<file path="src/rtl/text_access_sched.sv">
// Text-area access scheduler: round-robin arbitration of two
// requesters onto the text_area8x8 host port, gated by blanking.
module text_access_sched #(
  parameter int ADDR_W = 8,
  parameter int RD_LAT = 1
) (
  input  logic                clk_i,
  input  logic                rstn_i,
  input  logic                i_blank,
  input  logic [1:0]          i_req_valid,
  input  logic [1:0]          i_req_wr,
  input  logic [2*ADDR_W-1:0] i_req_addr,
  input  logic [15:0]         i_req_data,
  output logic [1:0]          o_req_ready,
  output logic [1:0]          o_rsp_valid,
  output logic [7:0]          o_rsp_data,
  input  logic [1:0]          i_rsp_ready,
  output logic                o_ta_rd,
  output logic                o_ta_wr,
  output logic [ADDR_W-1:0]   o_ta_addr,
  output logic [7:0]          o_ta_data,
  input  logic [7:0]          i_ta_data,
  output logic                o_busy
);

  typedef enum logic [1:0] {
    IDLE, ACCESS, RD_WAIT, RESP
  } state_e;

  state_e              state_q, state_d;
  logic                last_q, last_d;
  logic                own_q, own_d;
  logic                wr_q, wr_d;
  logic [ADDR_W-1:0]   addr_q, addr_d;
  logic [7:0]          data_q, data_d;
  logic [7:0]          rsp_q, rsp_d;
  logic [2:0]          cnt_q, cnt_d;
  logic                sel;
  logic                take;
  logic                strobe;

  // Grant selection: prefer the requester that did not win last time
  always_comb begin
    sel  = i_req_valid[~last_q] ? ~last_q : last_q;
    take = rstn_i && (state_q == IDLE) && i_blank
           && i_req_valid[sel];
  end

  // Next-state and output decode
  always_comb begin
    state_d = state_q;
    last_d  = last_q;
    own_d   = own_q;
    wr_d    = wr_q;
    addr_d  = addr_q;
    data_d  = data_q;
    rsp_d   = rsp_q;
    cnt_d   = cnt_q;
    strobe  = 1'b0;
    unique case (state_q)
      IDLE: begin
        if (take) begin
          last_d  = sel;
          own_d   = sel;
          wr_d    = i_req_wr[sel];
          addr_d  = sel ? i_req_addr[2*ADDR_W-1:ADDR_W]
                        : i_req_addr[ADDR_W-1:0];
          data_d  = sel ? i_req_data[15:8]
                        : i_req_data[7:0];
          state_d = ACCESS;
        end
      end
      ACCESS: begin
        if (i_blank) begin
          strobe = 1'b1;
          if (wr_q) begin
            state_d = IDLE;
          end else begin
            cnt_d   = 3'(RD_LAT);
            state_d = RD_WAIT;
          end
        end
      end
      RD_WAIT: begin
        cnt_d = cnt_q - 3'd1;
        if (cnt_q == 3'd1) begin
          rsp_d   = i_ta_data;
          state_d = RESP;
        end
      end
      RESP: begin
        if (i_rsp_ready[own_q]) state_d = IDLE;
      end
      default: state_d = IDLE;
    endcase
  end

  // Combinational port outputs derived from registered state
  always_comb begin
    o_req_ready = take ? (sel ? 2'b10 : 2'b01) : 2'b00;
    o_rsp_valid = (state_q == RESP)
                  ? (own_q ? 2'b10 : 2'b01) : 2'b00;
    o_rsp_data  = rsp_q;
    o_ta_wr     = strobe & wr_q;
    o_ta_rd     = strobe & ~wr_q;
    o_ta_addr   = addr_q;
    o_ta_data   = data_q;
    o_busy      = (state_q != IDLE);
  end

  // State and datapath registers
  always_ff @(posedge clk_i or negedge rstn_i) begin
    if (!rstn_i) begin
      state_q <= IDLE;
      last_q  <= 1'b1;
      own_q   <= 1'b0;
      wr_q    <= 1'b0;
      addr_q  <= '0;
      data_q  <= '0;
      rsp_q   <= '0;
      cnt_q   <= '0;
    end else begin
      state_q <= state_d;
      last_q  <= last_d;
      own_q   <= own_d;
      wr_q    <= wr_d;
      addr_q  <= addr_d;
      data_q  <= data_d;
      rsp_q   <= rsp_d;
      cnt_q   <= cnt_d;
    end
  end

endmodule

</file>
<file path="config.mk">
export PLATFORM = sky130hd
export DESIGN_NAME = text_access_sched
export DESIGN_NICKNAME = d
export VERILOG_FILES = /design/src/rtl/text_access_sched.sv
export SDC_FILE = /design/constraint.sdc
export NUM_CORES = 1
export LEC_CHECK = 0
export CAP_MARGIN = 5
export CORE_ASPECT_RATIO = 0.6
export CORE_UTILIZATION = 40
export CTS_BUF_LIST = sky130_fd_sc_hd__clkbuf_8
export DETAILED_ROUTE_END_ITERATION = 16
export MAX_ROUTING_LAYER = met4
export PLACE_DENSITY = 0.87
export SLEW_MARGIN = 10
export SYNTH_ARGS = -nofsm -noshare
export SYNTH_HDL_FRONTEND = slang
export SYNTH_SLANG_ARGS = --single-unit
</file>
<file path="constraint.sdc">
create_clock -name clk_i -period 4.7 [get_ports clk_i]
set_clock_uncertainty 0.05 [all_clocks]
set_input_delay 0.94 -clock clk_i [delete_from_list [all_inputs] [get_ports clk_i]]
set_output_delay 0.94 -clock clk_i [all_outputs]
set_load 0.05 [all_outputs]
</file>
==> impl_metrics.yaml <==
status:
  status: "finished, violations left"
  violations: "design-rule violations"
synth:
  synthTopCellsByArea: "dfrtp_1, mux2_2, a31oi_1, a21oi_1, nand3_1"
  ys_seq_elements: 32
  synth_area_sq_um: 1617
  postSynthAreaPerCell_sq_um: 9.979
  synth.top_cell.area_share_pct: 47.99
  synthCells: 162
  yosysTopAreaCell: "dfrtp_1"
  seq_area_frac_synth_pct: 49.61
  ys_types: 33
  yosysWarnings: 0
  synth_nets: 213
detailed_routing:
  drtIter0Drc: 85
  routedWlPerCell_um: 15.66
  drc_errors: 10
  routed_via_density: 5.516
  first_pass_iters: 10
  vias: 1572
  drtAntennaViolNets: 0
  drt_wl_total_um: 4463
clock_network:
  cts_root_buffer: "clkbuf_8"
  cts_hold_buf: 0
  cts_made_buffers: 5
  cts_resized: 0
  insertion_delay_ns: 0.28
  cts_max_path_buffers: 2
  cts.sinks: 32
  cts_setup_buffers: 0
  clkTransAtPathRegs_ns: 0.07
  h-tree-depth: 2
  cts_tree: "done"
cells_and_area:
  final_nets: 288
  nFillCells: 279
  areaGrowthSynthToFinish_pct: 57.82
  final_cells: 285
  drive_above_1_share_pct: 12.18
  n_antenna_cell: 0
global_route:
  grt_pass1_wl_um: 6982
  grt_max_degree: 33
  antenna_found_initial: 0
  overflow: 0
  grt_pass1_vias: 1364
  grt_util_all_layers_pct: 22.69
worst_setup_path:
  worstSetupPathType: "input port to output port"
  startpoint_type: "input port"
  max_stage_delay_ns: 0.83
  arrival_ns: 2.77
  path_cells: "clkdlybuf4s50_1 > nor2b_1 > and3b_1 > clkdlybuf4s50_1"
  worstPathRequired_ns: 3.71
  cpMaxStageDelayCell: "clkdlybuf4s50_1"
  cp_max_fo: 4
  cp_num_buf_inv: 2
  path_delay_family: "buffers and inverters"
  critPathMostFrequentCell: "clkdlybuf4s50_1"
  cp-end-kind: "output port"
timing:
  rsz0062_at_grt: "false"
  hold_slack_ns: 0.4557
  max_freq_mhz: 266.0
  period_share_pct: 79.99
  postLayoutSetupSlackWorst_ns: 0.9404
  finalHoldViolations: 0
  drv_slew: 0
  setup_violations: 0
  finalSetupTns_ns: 0
  maxSlewHeadroom_pct: 61.21
  layout_min_cycle_time_ns: 3.760
  worstMarginPinSlew_ns: 0.5805
power:
  power.internal_mw: 0.9871
  p_sw_mw: 0.8497
  power_mw: 1.837
  p_comb_share_pct: 56.1
  p_sw_share_pct: 46.26
  p_leak_nw: 1.051
  powerDensity_nw_per_um2: 720.0
  clockPowerShare_pct: 15.6
  p_seq_share_pct: 28.3
  peakVddDrop_mv: 0.3420
placement:
  dp_hpwl_um: 3266
  dp_slack_ns: 0.9491
  place_inst: 277
  io_buffers: 79
  place_congestion: 0.8182
floorplanning:
  chipWidth_um: 84.07
  pin_count: 80
  die_h_um: 51.24
  core_area_sq_um: 3765
  rows: 17
  start_util_pct: 42.94
  die_area_sq_um: 4308
hold_path:
  min_path_type: "register to register"
flow_run:
  cap_viol_max_count: 0
worst register-to-register path, cell delays in order, from the launching register on:
cell	delay (ns)
dfrtp_1	0.50
and4bb_1	0.37
buf_4	0.25
and2_4	0.33
mux2_2	0.36
metrics by stage:
step	cell area, sq um	util, %
floorplan	1617	-
global placement	2425	64.41
detailed placement	2425	64.41
CTS	2551	67.76
global route	2551	67.76
finish	2551	67.76
synth_stat cells, drive strengths merged:
| library cell | number |
|---|---|
| nand2 | 4 |
| nor2b | 2 |
| a21oi | 19 |
| a31oi | 17 |
| buf | 9 |
| or2 | 3 |
| dfrtp | 31 |
| and4bb | 1 |
| and3b | 2 |
| o21ai | 17 |
| nand2b | 1 |
| ha | 2 |
| dfstp | 1 |
| mux2 | 11 |
| nor3 | 1 |
| nand3b | 2 |
| a221oi | 1 |
| nand3 | 17 |
| a21o | 1 |
| inv | 2 |
| clkbuf | 6 |
| xor2 | 1 |
| xnor2 | 1 |
| and2 | 2 |
| nor2 | 5 |
| a211o | 1 |
| and3 | 2 |
area by class of cell:
| class | count | area [sq um] | area share (%) |
|---|---|---|---|
| Sequential cell | 32 | 802.0 | 31.44 |
| Multi-Input combinational cell | 113 | 715.7 | 28.05 |
| Timing Repair Buffer | 83 | 840.8 | 32.96 |
| Clock buffer | 7 | 96.34 | 3.776 |
| Inverter | 2 | 7.507 | 0.2943 |
| Tap cell | 47 | 58.81 | 2.305 |
| Clock inverter | 1 | 30.03 | 1.177 |
state kept, by name, summed over array words and instances, names as in the netlist, named ones only:
register    flops
cnt_q           3
last_q          1
o_rsp_data      8
o_ta_addr       8
o_ta_data       8
own_q           1
state_q         1
wr_q            1
per-layer routing:
metal | wire [um] | up-vias | GRT usage (%)
li1 | - | 735 | -
met3 | 420 | 9 | 6.785
met5 | 0 | - | -
met4 | 53 | 0 | 7.759
met1 | 2085 | 740 | 31.97
met2 | 1902 | 88 | 30.87
path summary, 6_finish.rpt:
| path | startpoint | end | slack (ns) | cells after the start |
|---|---|---|---|---|
| setup / recovery | i_blank | o_ta_rd | 0.94 | 4 |
| hold / removal | o_rsp_data[1] | o_rsp_data[1] | 0.46 | 1 |
| setup reg to reg | state_q[0] | own_q | 2.75 | 4 |
| hold reg to reg | o_rsp_data[1] | o_rsp_data[1] | 0.46 | 1 |
| max in group asynchronous | rstn_i | last_q | 3.19 | 2 |
| min in group asynchronous | rstn_i | o_ta_addr[5] | 1.08 | 2 |
layout by cell type, fill, tap and decap left out, types with 2 or more instances in the layout:
| cell | n |
|---|---|
| a21oi_1 | 19 |
| a31oi_1 | 17 |
| and3_1 | 2 |
| and3b_1 | 2 |
| buf_12 | 2 |
| buf_4 | 4 |
| clkbuf_8 | 7 |
| clkdlybuf4s50_1 | 77 |
| dfrtp_1 | 31 |
| ha_1 | 2 |
| inv_1 | 2 |
| mux2_2 | 10 |
| nand2_1 | 4 |
| nand3_1 | 17 |
| nand3b_1 | 2 |
| nor2_1 | 5 |
| nor2b_1 | 2 |
| o21ai_0 | 16 |
| or2_2 | 2 |
cells by family after synthesis:
logic type	count (synthesis)	share of synthesized area, %
AND/OR/NAND/NOR	42	14.47
multiplexers	11	7.895
AO/OA/AOI/OAI	56	19.27
buffers and inverters	17	6.114
flip-flops	32	49.61
adder cells (fa/ha/maj)	2	1.548
XOR/XNOR	2	1.084
power by group through the flow:
stage,combinational (mW),sequential [mW],clock [mW]
5_1_grt,1.09,0.538,0.306
3_5_place_dp,1.03,0.522,0
6_report,1.03,0.520,0.287
4_1_cts,1.03,0.521,0.292
2_1_floorplan,0.354,0.850,0
3_3_place_gp,1.02,0.516,0
No activity file was read; power rests on OpenSTA's default activity.
